## config.mk

```make
export PLATFORM = sky130hd
export DESIGN_NAME = bilinear_fetch_ctrl
export DESIGN_NICKNAME = d
export VERILOG_FILES = /design/src/rtl/bilinear_fetch_ctrl.sv
export SDC_FILE = /design/constraint.sdc
export NUM_CORES = 1
export LEC_CHECK = 0
export BUFFER_PORTS_ARGS = -buffer_cell sky130_fd_sc_hd__clkbuf_2
export CAP_MARGIN = 30
export CORE_MARGIN = 2
export CORE_UTILIZATION = 25
export CTS_BUF_LIST = sky130_fd_sc_hd__clkbuf_8
export CTS_CLUSTER_SIZE = 10
export DETAILED_ROUTE_END_ITERATION = 8
export GPL_TIMING_DRIVEN = 0
export PLACE_DENSITY_LB_ADDON = 0.08
export SLEW_MARGIN = 10
export SYNTH_ARGS = -nofsm -noshare
export SYNTH_HDL_FRONTEND = slang
export SYNTH_SLANG_ARGS = --single-unit
export TNS_END_PERCENT = 5
```

## constraint.sdc

```tcl
create_clock -name clk -period 9.78 [get_ports clk]
set_clock_uncertainty 0.15 [all_clocks]
set_input_delay 0 -clock clk [delete_from_list [all_inputs] [get_ports clk]]
set_output_delay 0 -clock clk [all_outputs]
set_load 0.05 [all_outputs]
```

## src/rtl/bilinear_fetch_ctrl.sv

```systemverilog
`default_nettype none
// ============================================================================
//  Module      : bilinear_fetch_ctrl
//  Description : Upstream feeder for the bilinear interpolation pipeline.
//                Walks the destination raster of a downscale job, maps each
//                destination pixel to a Q8.8 source coordinate, fetches the
//                four neighbouring source pixels from a synchronous RAM and
//                emits one sample (4 pixels + Q8.8 weights + start strobe).
//
//  Ports       : clk, rst_n          clock, asynchronous active-low reset
//                i_start             job start pulse (accepted in IDLE only)
//                i_src_w/i_src_h     source dimensions   (latched at start)
//                i_dst_w/i_dst_h     destination dims    (latched at start)
//                i_step              Q8.8 source step    (latched at start)
//                o_rd_en/o_rd_addr   source RAM read strobe / address
//                i_rd_data           RAM data, valid the cycle after o_rd_en
//                o_p1..o_p4          neighbours (x0,y0) (x1,y0) (x0,y1) (x1,y1)
//                o_wx/o_wy           Q8.8 weights {8'h00, frac}
//                o_start             one-cycle sample strobe
//                o_busy / o_done     job in progress / job complete pulse
//
//  Revision    : 1.0  initial release
// ============================================================================
module bilinear_fetch_ctrl #(
    parameter int DIM_W  = 10,
    parameter int ADDR_W = 20
) (
    input  logic              clk,
    input  logic              rst_n,
    input  logic              i_start,
    input  logic [DIM_W-1:0]  i_src_w,
    input  logic [DIM_W-1:0]  i_src_h,
    input  logic [DIM_W-1:0]  i_dst_w,
    input  logic [DIM_W-1:0]  i_dst_h,
    input  logic [15:0]       i_step,
    output logic              o_rd_en,
    output logic [ADDR_W-1:0] o_rd_addr,
    input  logic [7:0]        i_rd_data,
    output logic [7:0]        o_p1,
    output logic [7:0]        o_p2,
    output logic [7:0]        o_p3,
    output logic [7:0]        o_p4,
    output logic [15:0]       o_wx,
    output logic [15:0]       o_wy,
    output logic              o_start,
    output logic              o_busy,
    output logic              o_done
);

    // Accumulators carry 8 fractional bits; the integer part is wide enough
    // for (dst-1)*step without wrapping.
    localparam int c_ACC_W = DIM_W + 16;
    localparam int c_INT_W = c_ACC_W - 8;

    localparam logic [DIM_W-1:0] c_DIM_ONE = DIM_W'(1);
    localparam logic [c_INT_W:0] c_INT_ONE = (c_INT_W + 1)'(1);

    localparam logic [2:0] c_ST_IDLE = 3'd0;
    localparam logic [2:0] c_ST_CALC = 3'd1;
    localparam logic [2:0] c_ST_RD0  = 3'd2;
    localparam logic [2:0] c_ST_RD1  = 3'd3;
    localparam logic [2:0] c_ST_RD2  = 3'd4;
    localparam logic [2:0] c_ST_RD3  = 3'd5;
    localparam logic [2:0] c_ST_CAP  = 3'd6;

    logic [2:0]         r_state;
    logic [2:0]         w_next_state;

    // Latched job configuration
    logic [DIM_W-1:0]   r_src_w;
    logic [DIM_W-1:0]   r_src_h;
    logic [DIM_W-1:0]   r_dst_w;
    logic [DIM_W-1:0]   r_dst_h;
    logic [15:0]        r_step;

    // Raster position and source-coordinate accumulators
    logic [DIM_W-1:0]   r_dx;
    logic [DIM_W-1:0]   r_dy;
    logic [c_ACC_W-1:0] r_acc_x;
    logic [c_ACC_W-1:0] r_acc_y;

    // Per-pixel fetch context captured in CALC
    logic [DIM_W-1:0]   r_x0;
    logic [DIM_W-1:0]   r_x1;
    logic [ADDR_W-1:0]  r_base0;
    logic [ADDR_W-1:0]  r_base1;

    // Neighbours collected while the reads stream back
    logic [7:0]         r_p1;
    logic [7:0]         r_p2;
    logic [7:0]         r_p3;

    // Next values of the registered strobes
    logic               w_rd_en_nxt;
    logic               w_start_nxt;
    logic               w_done_nxt;
    logic               w_busy_nxt;

    logic               w_zero_job;
    logic               w_row_end;
    logic               w_last;

    logic [c_INT_W:0]   w_xi;
    logic [c_INT_W:0]   w_yi;
    logic [c_INT_W:0]   w_xi_p1;
    logic [c_INT_W:0]   w_yi_p1;
    logic [DIM_W-1:0]   w_lim_x;
    logic [DIM_W-1:0]   w_lim_y;
    logic [DIM_W-1:0]   w_x0;
    logic [DIM_W-1:0]   w_x1;
    logic [DIM_W-1:0]   w_y0;
    logic [DIM_W-1:0]   w_y1;
    logic [ADDR_W-1:0]  w_base0;
    logic [ADDR_W-1:0]  w_base1;

    // Edge replicate: coordinates past the right/bottom edge map to the edge.
    function automatic logic [DIM_W-1:0] clamp_coord(
        input logic [c_INT_W:0] v,
        input logic [DIM_W-1:0] lim
    );
        clamp_coord = (v > (c_INT_W + 1)'(lim)) ? lim : v[DIM_W-1:0];
    endfunction

    // ------------------------------------------------------------------
    // Coordinate mapping (consumed in CALC)
    // ------------------------------------------------------------------
    assign w_xi    = {1'b0, r_acc_x[c_ACC_W-1:8]};
    assign w_yi    = {1'b0, r_acc_y[c_ACC_W-1:8]};
    assign w_xi_p1 = w_xi + c_INT_ONE;
    assign w_yi_p1 = w_yi + c_INT_ONE;
    assign w_lim_x = r_src_w - c_DIM_ONE;
    assign w_lim_y = r_src_h - c_DIM_ONE;
    assign w_x0    = clamp_coord(w_xi,    w_lim_x);
    assign w_x1    = clamp_coord(w_xi_p1, w_lim_x);
    assign w_y0    = clamp_coord(w_yi,    w_lim_y);
    assign w_y1    = clamp_coord(w_yi_p1, w_lim_y);

    // ADDR_W >= 2*DIM_W, so the row-base products never truncate.
    assign w_base0 = ADDR_W'(w_y0) * ADDR_W'(r_src_w);
    assign w_base1 = ADDR_W'(w_y1) * ADDR_W'(r_src_w);

    assign w_zero_job = (i_dst_w == '0) || (i_dst_h == '0);
    assign w_row_end  = (r_dx == r_dst_w - c_DIM_ONE);
    assign w_last     = w_row_end && (r_dy == r_dst_h - c_DIM_ONE);

    // ------------------------------------------------------------------
    // FSM: state register
    // ------------------------------------------------------------------
    always_ff @(posedge clk or negedge rst_n) begin
        if (!rst_n) begin
            r_state <= c_ST_IDLE;
        end else begin
            r_state <= w_next_state;
        end
    end

    // ------------------------------------------------------------------
    // FSM: next-state logic
    // ------------------------------------------------------------------
    always_comb begin
        w_next_state = r_state;
        case (r_state)
            c_ST_IDLE: if (i_start && !w_zero_job) w_next_state = c_ST_CALC;
            c_ST_CALC: w_next_state = c_ST_RD0;
            c_ST_RD0:  w_next_state = c_ST_RD1;
            c_ST_RD1:  w_next_state = c_ST_RD2;
            c_ST_RD2:  w_next_state = c_ST_RD3;
            c_ST_RD3:  w_next_state = c_ST_CAP;
            c_ST_CAP:  w_next_state = w_last ? c_ST_IDLE : c_ST_CALC;
            default:   w_next_state = c_ST_IDLE;
        endcase
    end

    // ------------------------------------------------------------------
    // FSM: output logic (next values of the registered strobes)
    // ------------------------------------------------------------------
    always_comb begin
        w_rd_en_nxt = 1'b0;
        w_start_nxt = 1'b0;
        w_done_nxt  = 1'b0;
        w_busy_nxt  = 1'b1;
        case (r_state)
            c_ST_IDLE: begin
                // busy covers the zero-size job's done cycle as well
                w_busy_nxt = i_start;
                w_done_nxt = i_start && w_zero_job;
            end
            c_ST_CALC, c_ST_RD0, c_ST_RD1, c_ST_RD2: begin
                w_rd_en_nxt = 1'b1;
            end
            c_ST_CAP: begin
                w_start_nxt = 1'b1;
                w_done_nxt  = w_last;
            end
            default: ;
        endcase
    end

    // ------------------------------------------------------------------
    // Datapath and registered outputs
    // ------------------------------------------------------------------
    always_ff @(posedge clk or negedge rst_n) begin
        if (!rst_n) begin
            r_src_w   <= '0;
            r_src_h   <= '0;
            r_dst_w   <= '0;
            r_dst_h   <= '0;
            r_step    <= '0;
            r_dx      <= '0;
            r_dy      <= '0;
            r_acc_x   <= '0;
            r_acc_y   <= '0;
            r_x0      <= '0;
            r_x1      <= '0;
            r_base0   <= '0;
            r_base1   <= '0;
            r_p1      <= '0;
            r_p2      <= '0;
            r_p3      <= '0;
            o_rd_en   <= 1'b0;
            o_rd_addr <= '0;
            o_p1      <= '0;
            o_p2      <= '0;
            o_p3      <= '0;
            o_p4      <= '0;
            o_wx      <= '0;
            o_wy      <= '0;
            o_start   <= 1'b0;
            o_busy    <= 1'b0;
            o_done    <= 1'b0;
        end else begin
            o_rd_en <= w_rd_en_nxt;
            o_start <= w_start_nxt;
            o_done  <= w_done_nxt;
            o_busy  <= w_busy_nxt;

            // The address is registered one state ahead so that it is
            // presented together with o_rd_en in RD0..RD3.
            case (r_state)
                c_ST_IDLE: begin
                    if (i_start) begin
                        r_src_w <= i_src_w;
                        r_src_h <= i_src_h;
                        r_dst_w <= i_dst_w;
                        r_dst_h <= i_dst_h;
                        r_step  <= i_step;
                        r_dx    <= '0;
                        r_dy    <= '0;
                        r_acc_x <= '0;
                        r_acc_y <= '0;
                    end
                end
                c_ST_CALC: begin
                    r_x0      <= w_x0;
                    r_x1      <= w_x1;
                    r_base0   <= w_base0;
                    r_base1   <= w_base1;
                    o_rd_addr <= w_base0 + ADDR_W'(w_x0);
                end
                c_ST_RD0: begin
                    o_rd_addr <= r_base0 + ADDR_W'(r_x1);
                end
                c_ST_RD1: begin
                    r_p1      <= i_rd_data;
                    o_rd_addr <= r_base1 + ADDR_W'(r_x0);
                end
                c_ST_RD2: begin
                    r_p2      <= i_rd_data;
                    o_rd_addr <= r_base1 + ADDR_W'(r_x1);
                end
                c_ST_RD3: begin
                    r_p3 <= i_rd_data;
                end
                c_ST_CAP: begin
                    // Accumulators are untouched since CALC, so their
                    // fractions still belong to the pixel being emitted.
                    o_p1 <= r_p1;
                    o_p2 <= r_p2;
                    o_p3 <= r_p3;
                    o_p4 <= i_rd_data;
                    o_wx <= {8'h00, r_acc_x[7:0]};
                    o_wy <= {8'h00, r_acc_y[7:0]};
                    if (w_row_end) begin
                        r_dx    <= '0;
                        r_acc_x <= '0;
                        r_dy    <= r_dy + c_DIM_ONE;
                        r_acc_y <= r_acc_y + c_ACC_W'(r_step);
                    end else begin
                        r_dx    <= r_dx + c_DIM_ONE;
                        r_acc_x <= r_acc_x + c_ACC_W'(r_step);
                    end
                end
                default: ;
            endcase
        end
    end

endmodule
`default_nettype wire

```

==> results of run 1 <==
## sequential cells by signal (all words and copies together) (netlist names), 10 cells and up
signal / count
r_dst_h: 10
o_rd_addr: 20
r_src_h: 10
r_dst_w: 10
r_acc_y: 26
r_x1: 10
r_base1: 20
r_dy: 10
r_step: 16
r_dx: 10
r_src_w: 10
r_x0: 10
r_base0: 20
r_acc_x: 26
## synthesized netlist by cell type, drive strengths merged (43+ instances only)
cell	n	area (sq um)
dfrtp	287	7180
nand3	88	440
nor2	139	524
a21oi	112	561
inv	211	792
ha	218	2730
xor2	72	631
o21ai	168	845
fa	129	2580
clkbuf	116	435
xnor2	95	832
and2	121	757
mux2i	43	430
nand2	680	2550
## worst paths after layout
path                            startpoint  slack (ns)       endpoint  cells past startpoint
min in group asynchronous            rst_n        0.31     r_src_h[2]                      4
worst min-delay path               i_start        0.20     r_state[0]                      4
max in group asynchronous            rst_n        8.23   o_rd_addr[0]                      5
worst max register to register  r_src_h[0]        0.44  o_rd_addr[15]                     35
worst max-delay path            r_src_h[0]        0.44  o_rd_addr[15]                     35
worst min register to register     r_p3[2]        0.31        o_p3[2]                      2
## repair_timing
| item | 4_1_cts | 5_1_grt |
|---|---|---|
| endpoints found under the setup margin | 9 | 12 |
| endpoints found under the hold margin | 257 | 0 |
| setup buffers | 7 | 4 |
| pin swaps | 2 | 5 |
| resized for setup | 21 | 28 |
| hold buffers | 136 | 0 |
## kinds of logic (layout without fill, tap and decap cells)
kind of cell	count (synthesis)	in the layout	share of synthesized area, %
buffers and inverters	359	770	5.74
adder cells (fa/ha/maj)	347	347	21.4
AND/OR/NAND/NOR	1229	1229	22.5
other	1	18	0.0151
XOR/XNOR	167	167	5.89
multiplexers	53	53	2.19
flip-flops	287	287	28.9
AO/OA/AOI/OAI	524	524	13.4
## layout make-up
cell class                 count  area (sq um)
fill                       10600         68000
buffer                       148           659
sequential                   287          7180
clock buffer                  72           991
clock inverter                30           176
tap                         1287          1610
inverter                     211           792
timing repair buffer         309          2420
multi-input combinational   2336         16500
antenna                        2          5.00
## power groups by stage
stage / logic (uW) / clock network (uW) / registers (uW)
6_report: 5630 / 1280 / 2090
5_1_grt: 6270 / 1390 / 2160
4_1_cts: 5630 / 1340 / 2100
3_5_place_dp: 5500 / 0 / 2110
3_3_place_gp: 5430 / 0 / 2100
2_1_floorplan: 3380 / 0 / 2340
## layer usage
metal  wire length [um]  global-route usage (%)
met5                  0                       0
met1              44000                    24.5
met3               2420                    1.84
met2              42300                    29.8
met4               1760                    4.26
## per-stage QoR
step | total power (uW) | hold WS [ns] | cell area, sq um
after floorplan | 5730 | -0.446 | 24900
after global placement | 7540 | 0.0511 | 27200
after detailed placement | 7620 | -0.197 | 27500
after CTS | 9070 | 0.130 | 30200
after global routing | 9820 | 0.202 | 30400
final | 9010 | 0.205 | 30400
## worst max-delay path, delay by kind of cell (launching register included)
| kind | cells | cell delay (ns) |
|---|---|---|
| flops | 1 | 0.47 |
| simple gates | 7 | 1.13 |
| mux | 1 | 0.33 |
| compound gates | 10 | 2.05 |
| buf+inv | 6 | 0.68 |
| fa+ha+maj | 9 | 3.90 |
| xor+xnor | 2 | 0.51 |
==> metrics.yaml, run 1 <==
vias: 22000
ys_types: 81
peakVddDrop_v: 0.0000968
pwr_density_cell_nw_per_um2: 296
arrival_ns: 9.75
drive_gt1_share_pct: 10.4
crit_fanout: 10
clk_pin_slew_ns: 0.07
gp_congestion: 0.862
setup_ws_ns: 0.438
clockPowerShare_pct: 14.2
swShare_pct: 52.8
layout-area-overhead-vs-synth_pct: 22.3
pwr-share-comb_pct: 62.6
port-buffer-count: 138
grt_pass1_vias: 23000
min_period_ns: 9.34
die_area_sq_um: 102000
finalCoreUtilization_pct: 30.9
cts_buffers: 56
final-instance-count-excl-fill: 4682
die_y_um: 319
track_usage_pct: 17.8
hold_viol: 0
drv_cap: 0
setup_violations: 0
synth_warnings: 0
finalSetupTns_ns: 0
synth_area_per_cell_sq_um: 8.37
synthCells: 2967
final_common_cell: "nand2_1"
drc: 0
fp.coreArea_sq_um: 98400
grt_first_pass_wirelength_um: 140000
clock-sinks: 287
p_int_uw: 4250
pwr-share-seq_pct: 23.2
insertion_delay_ns: 0.68
ys.flop_type: "dfrtp_1"
cp_common_cell: "fa_1"
endpoint_kind: "register"
fp-row-count: 115
critPathSlowestCell: "fa_1"
p_leak_uw: 0.0150
maxSlewHeadroom_pct: 31.1
grt_max_degree: 97
final_antenna_net_count: 0
cp.required_ns: 10.19
htreeDepth: 2
synthesis.area_sq_um: 24800
ios: 155
ys_ff_latch: 287
dp_cells: 4428
status: "finished clean"
netSwitchingPower_uw: 4750
crit_type: "register to register"
max_freq_mhz: 107
async_flop_share_pct: 100
place_ws_ns: -1.00
rsz0062_at_grt: "yes"
avgRoutedWirePerCell_um: 19.3
synth_edf_count: 0
cts_root_buffer: "clkbuf_8"
final_cell_mix: "nand2_1, dfrtp_1, inv_1, ha_1, o21ai_0"
start_util_pct: 25.2
drt_iter0_drc: 1231
finalMaxSlewViolations: 0
first_pass_iters: 6
vias_per_cell: 4.70
nets: 3763
crit_path_start_kind: "register"
die_w_um: 319
min_period_over_period_pct: 95.5
clk_path_buf_depth: 3
grt.overflow.total: 0
worst_path_largest_cell_delay_ns: 0.55
dp_hpwl_um: 71600
cts_tree: "done"
antenna_found_initial: 1
worst_pin_slew_ns: 1.03
hp-class: "input pin to register"
drt_wl_total_um: 90500
ys_seq_area_share_pct: 28.9
No activity file was read; power rests on OpenSTA's default activity.
==> run 2, diff against run 1 <==
SKIP_CTS_REPAIR_TIMING = 1   (was not set)
clock period = 7.95 ns   (was 9.78 ns; I/O delays follow)
==> metrics.yaml, run 2 (synthesized netlist as in run 1, its figures left out) <==
status: "finished with violations"
violations: "negative hold slack, negative setup slack"
drive_gt1_share_pct: 13.2
placed_area_sq_um: 27700
vias: 22300
worst_pin_slew_ns: 1.03
critPathSlowestCell: "fa_1"
crit_type: "register to register"
min_period_over_period_pct: 112
htreeDepth: 2
drc: 0
setup_violations: 20
grt.overflow.total: 0
die_y_um: 319
rsz0062_at_grt: "yes"
dp_hpwl_um: 71800
clockPowerShare_pct: 13.9
final_antenna_net_count: 0
hold_viol: 1
layout-area-overhead-vs-synth_pct: 25.9
start_util_pct: 25.2
final_common_cell: "nand2_1"
ios: 155
crit_path_start_kind: "register"
netSwitchingPower_uw: 6100
top_regs: "r_acc_x (26), r_acc_y (26)"
cp_common_cell: "fa_1"
peakVddDrop_v: 0.000146
grt_pass1_vias: 22400
maxSlewHeadroom_pct: 31.0
cp.required_ns: 8.36
insertion_delay_ns: 0.69
die_area_sq_um: 102000
drt_iter0_drc: 1230
track_usage_pct: 17.5
avgRoutedWirePerCell_um: 19.4
fp.coreArea_sq_um: 98400
use_met2_pct: 28.7
p_leak_uw: 0.0153
port-buffer-count: 138
cts_buffers: 57
clock-sinks: 287
crit_fanout: 6
endpoint_kind: "register"
nets: 3790
final_cell_mix: "nand2_1, dfrtp_1, inv_1, ha_1, o21ai_0"
pwr_density_cell_nw_per_um2: 372
die_w_um: 319
fillCellCount: 10500
drt_wl_total_um: 91300
clk_path_buf_depth: 3
clk_pin_slew_ns: 0.06
grt_max_degree: 77
drv_cap: 0
power_uw: 11600
pwr-share-seq_pct: 22.2
fp-row-count: 115
min_period_ns: 8.93
pwr-share-comb_pct: 63.9
vias_per_cell: 4.74
p_int_uw: 5520
setup_ws_ns: -0.979
num_antenna_cells: 0
first_pass_iters: 5
gp_congestion: 0.862
swShare_pct: 52.5
antenna_found_initial: 2
max_freq_mhz: 112
hp-class: "input pin to register"
worst_path_largest_cell_delay_ns: 0.54
cts_root_buffer: "clkbuf_8"
arrival_ns: 9.34
final_cell_area_sq_um: 31300
met1_usage_pct: 24.7
grt_first_pass_wirelength_um: 138000
finalMaxSlewViolations: 0
hold_ws_ns: -0.00982
cts_tree: "done"
grt.busiest_layer: "met2"
finalCoreUtilization_pct: 31.8
use_met3_pct: 2.16
## run 2: changes by cell type in the layout (fill, tap and decap cells not counted), sizes merged
cell         delta
diode           -2
mux2i           +1
bufinv          +1
inv             -1
clkbuf          -3
buf            +32
dlygate4sd3     -6
clkinv          +4
clkinvlp        -1
## run 2: path summary, 6_finish.rpt
check | startpoint | to | slack, ns | cells past startpoint
max | r_src_h[0] | o_rd_addr[19] | -0.98 | 38
min | i_src_w[2] | r_src_w[2] | -0.01 | 4
max reg2reg | r_src_h[0] | o_rd_addr[19] | -0.98 | 38
min reg2reg | r_p1[1] | o_p1[1] | 0.31 | 2
max in group asynchronous | rst_n | o_rd_addr[6] | 6.55 | 5
min in group asynchronous | rst_n | o_wy[0] | 0.32 | 4
## run 2: worst max-delay path: cells and delay by family (launching register included)
kind            cells  cell delay, ns
flops               1            0.42
compound gates     11            1.81
mux                 1            0.19
fa+ha+maj           9            3.55
xor+xnor            2            0.38
simple gates        6            1.31
buf+inv             9            0.97
## run 2: per-layer routing
metal | vias up | wire (um)
met3 | 106 | 3500
met1 | 11000 | 43800
met4 | 0 | 1640
met2 | 425 | 42300
met5 | - | 0
li1 | 10800 | -
## run 2: cell type report
cell class	instances	area (sq um)	share of cell area, %
Sequential cell	287	7190	23.0
Inverter	211	797	2.55
Tap cell	1287	1610	5.15
Clock buffer	70	963	3.08
Timing Repair Buffer	335	2710	8.67
Multi-Input combinational cell	2337	17100	54.7
Clock inverter	33	234	0.748
Buffer	147	662	2.12
## run 2: per-stage QoR
step	setup TNS, ns	worst slack [ns]	cells	hold WS [ns]
after CTS	-30.67	-1.66	4526	-0.832
final	-11.13	-0.979	4707	-0.00982
after global routing	-22.49	-1.29	4707	0.0194
after floorplan	-0.0789	-0.0588	2982	-0.446
after global placement	-43.38	-1.91	4407	0.0475
after detailed placement	-30.79	-1.66	4423	-0.0642
## run 2: power groups by stage
stage                     combinational [uW]  sequential [uW]  clock, uW
after floorplan                         4320             2890          0
after global placement                  6920             2590          0
after detailed placement                6970             2600          0
after CTS                               7020             2580       1680
after global routing                    8230             2660       1750
final                                   7430             2580       1610
==> run 3, diff against run 2 <==
==> constraint.sdc (replaced) <==
create_clock -name clk -period 7.95 [get_ports clk]
set_clock_uncertainty 0.15 [all_clocks]
set_input_delay 0.3975 -clock clk [delete_from_list [all_inputs] [get_ports clk]]
set_output_delay 0.3975 -clock clk [all_outputs]
set_load 0.05 [all_outputs]
==> metrics.yaml, run 3 (synthesized netlist as in run 1, its figures left out) <==
start_util_pct: 25.2
gp_congestion: 0.862
min_period_ns: 8.93
cp.required_ns: 8.36
nets: 3726
crit_fanout: 6
vias: 22000
final_antenna_net_count: 0
grt_pass1_vias: 22400
r2r-start: "r_src_h[0]"
setup_violations: 19
port-buffer-count: 138
ios: 155
fp-row-count: 115
maxSlewHeadroom_pct: 32.5
vias_per_cell: 4.75
grt_max_degree: 77
clock-sinks: 287
rsz0062_at_grt: "yes"
drive_gt1_share_pct: 13.5
dp_hpwl_um: 71800
final-instance-count-excl-fill: 4644
peakVddDrop_v: 0.000146
die_area_sq_um: 102000
endpoint_kind: "register"
track_usage_pct: 17.5
cts_tree: "done"
cp_common_cell: "fa_1"
worst_pin_slew_ns: 1.01
grt_first_pass_wirelength_um: 138000
drt_wl_total_um: 90700
layout-area-overhead-vs-synth_pct: 23.2
first_pass_iters: 5
drt_iter0_drc: 1236
clk_pin_slew_ns: 0.06
p_leak_uw: 0.0150
final_cell_area_sq_um: 30600
fp.coreArea_sq_um: 98400
arrival_ns: 9.34
power_uw: 11600
hold_viol: 0
cts_buffers: 57
drv_cap: 0
hp-class: "input pin to asynchronous set/reset pin"
min_period_over_period_pct: 112
crit_type: "register to register"
pwr_density_cell_nw_per_um2: 379
htreeDepth: 2
antenna_found_initial: 2
crit_path_start_kind: "register"
die_w_um: 319
dp_cells: 4423
final_cell_mix: "nand2_1, dfrtp_1, inv_1, ha_1, o21ai_0"
drc: 0
violations: "negative setup slack"
placed_area_sq_um: 27700
insertion_delay_ns: 0.69
max_freq_mhz: 112
critPathSlowestCell: "fa_1"
final_common_cell: "nand2_1"
top_regs: "r_acc_x (26), r_acc_y (26)"
cts_root_buffer: "clkbuf_8"
crit_start: "r_src_h[0]"
status: "finished with violations"
setup_ws_ns: -0.980
worst_path_largest_cell_delay_ns: 0.54
finalSetupTns_ns: -11.13
clk_path_buf_depth: 3
finalMaxSlewViolations: 0
die_y_um: 319
grt.overflow.total: 0
avgRoutedWirePerCell_um: 19.5
run 3: changes by cell type in the layout (fill, tap and decap cells not counted):
cell,delta
dlygate4sd3_1,-63
buf_16,-1
diode_2,+1
run 3: path summary, 6_finish.rpt:
kind	endpoint	slack [ns]	cells past startpoint
setup reg to reg	o_rd_addr[19]	-0.98	38
setup / recovery	o_rd_addr[19]	-0.98	38
min in group clk	r_src_h[2]	0.31	4
hold / removal	r_dst_w[9]	0.17	2
max in group asynchronous	o_rd_addr[6]	6.25	4
hold reg to reg	o_p1[1]	0.32	2
run 3: stage by stage:
| stage | hold WS [ns] | setup WS, ns | util, % |
|---|---|---|---|
| after floorplan | -0.0481 | -0.0588 | - |
| after global placement | 0.295 | -1.91 | 27.9 |
| after detailed placement | 0.306 | -1.66 | 28.1 |
| after CTS | -0.435 | -1.66 | 29.4 |
| after global routing | 0.183 | -1.29 | 31.1 |
| final | 0.167 | -0.980 | 31.1 |
run 3: metal layers:
layer	up-vias	track usage, %	part of all wire [%]	routed length, um
met4	0	3.21	1.8	1600
met2	420	28.7	46	42000
met3	100	2.16	3.8	3470
met1	10800	24.7	48	43600
met5	-	0	0	0
li1	10700	-	-	-
run 3: final cells by class:
type	count	area (sq um)
diodes	1	2.50
plain buffers	147	662
clock buffers	70	963
clock inverters	33	234
fillers	10600	67800
inverters	211	797
multi-input cells	2337	17100
flip-flops and latches	287	7190
well taps	1287	1610
repair buffers	271	2050
run 3: power breakdown:
part           leakage (uW)  total (uW)  internal (uW)  switching, uW
combinational        0.0106        7400           2600           4800
clock              0.000695        1620            892            724
sequential          0.00370        2580           2010            576
run 3: critical path: cells and delay by family (launching register included):
family / cells / cell delay, ns
adder cells (fa/ha/maj): 9 / 3.55
AO/OA/AOI/OAI: 11 / 1.80
AND/OR/NAND/NOR: 6 / 1.33
buffers and inverters: 9 / 0.97
flip-flops: 1 / 0.42
XOR/XNOR: 2 / 0.38
multiplexers: 1 / 0.19
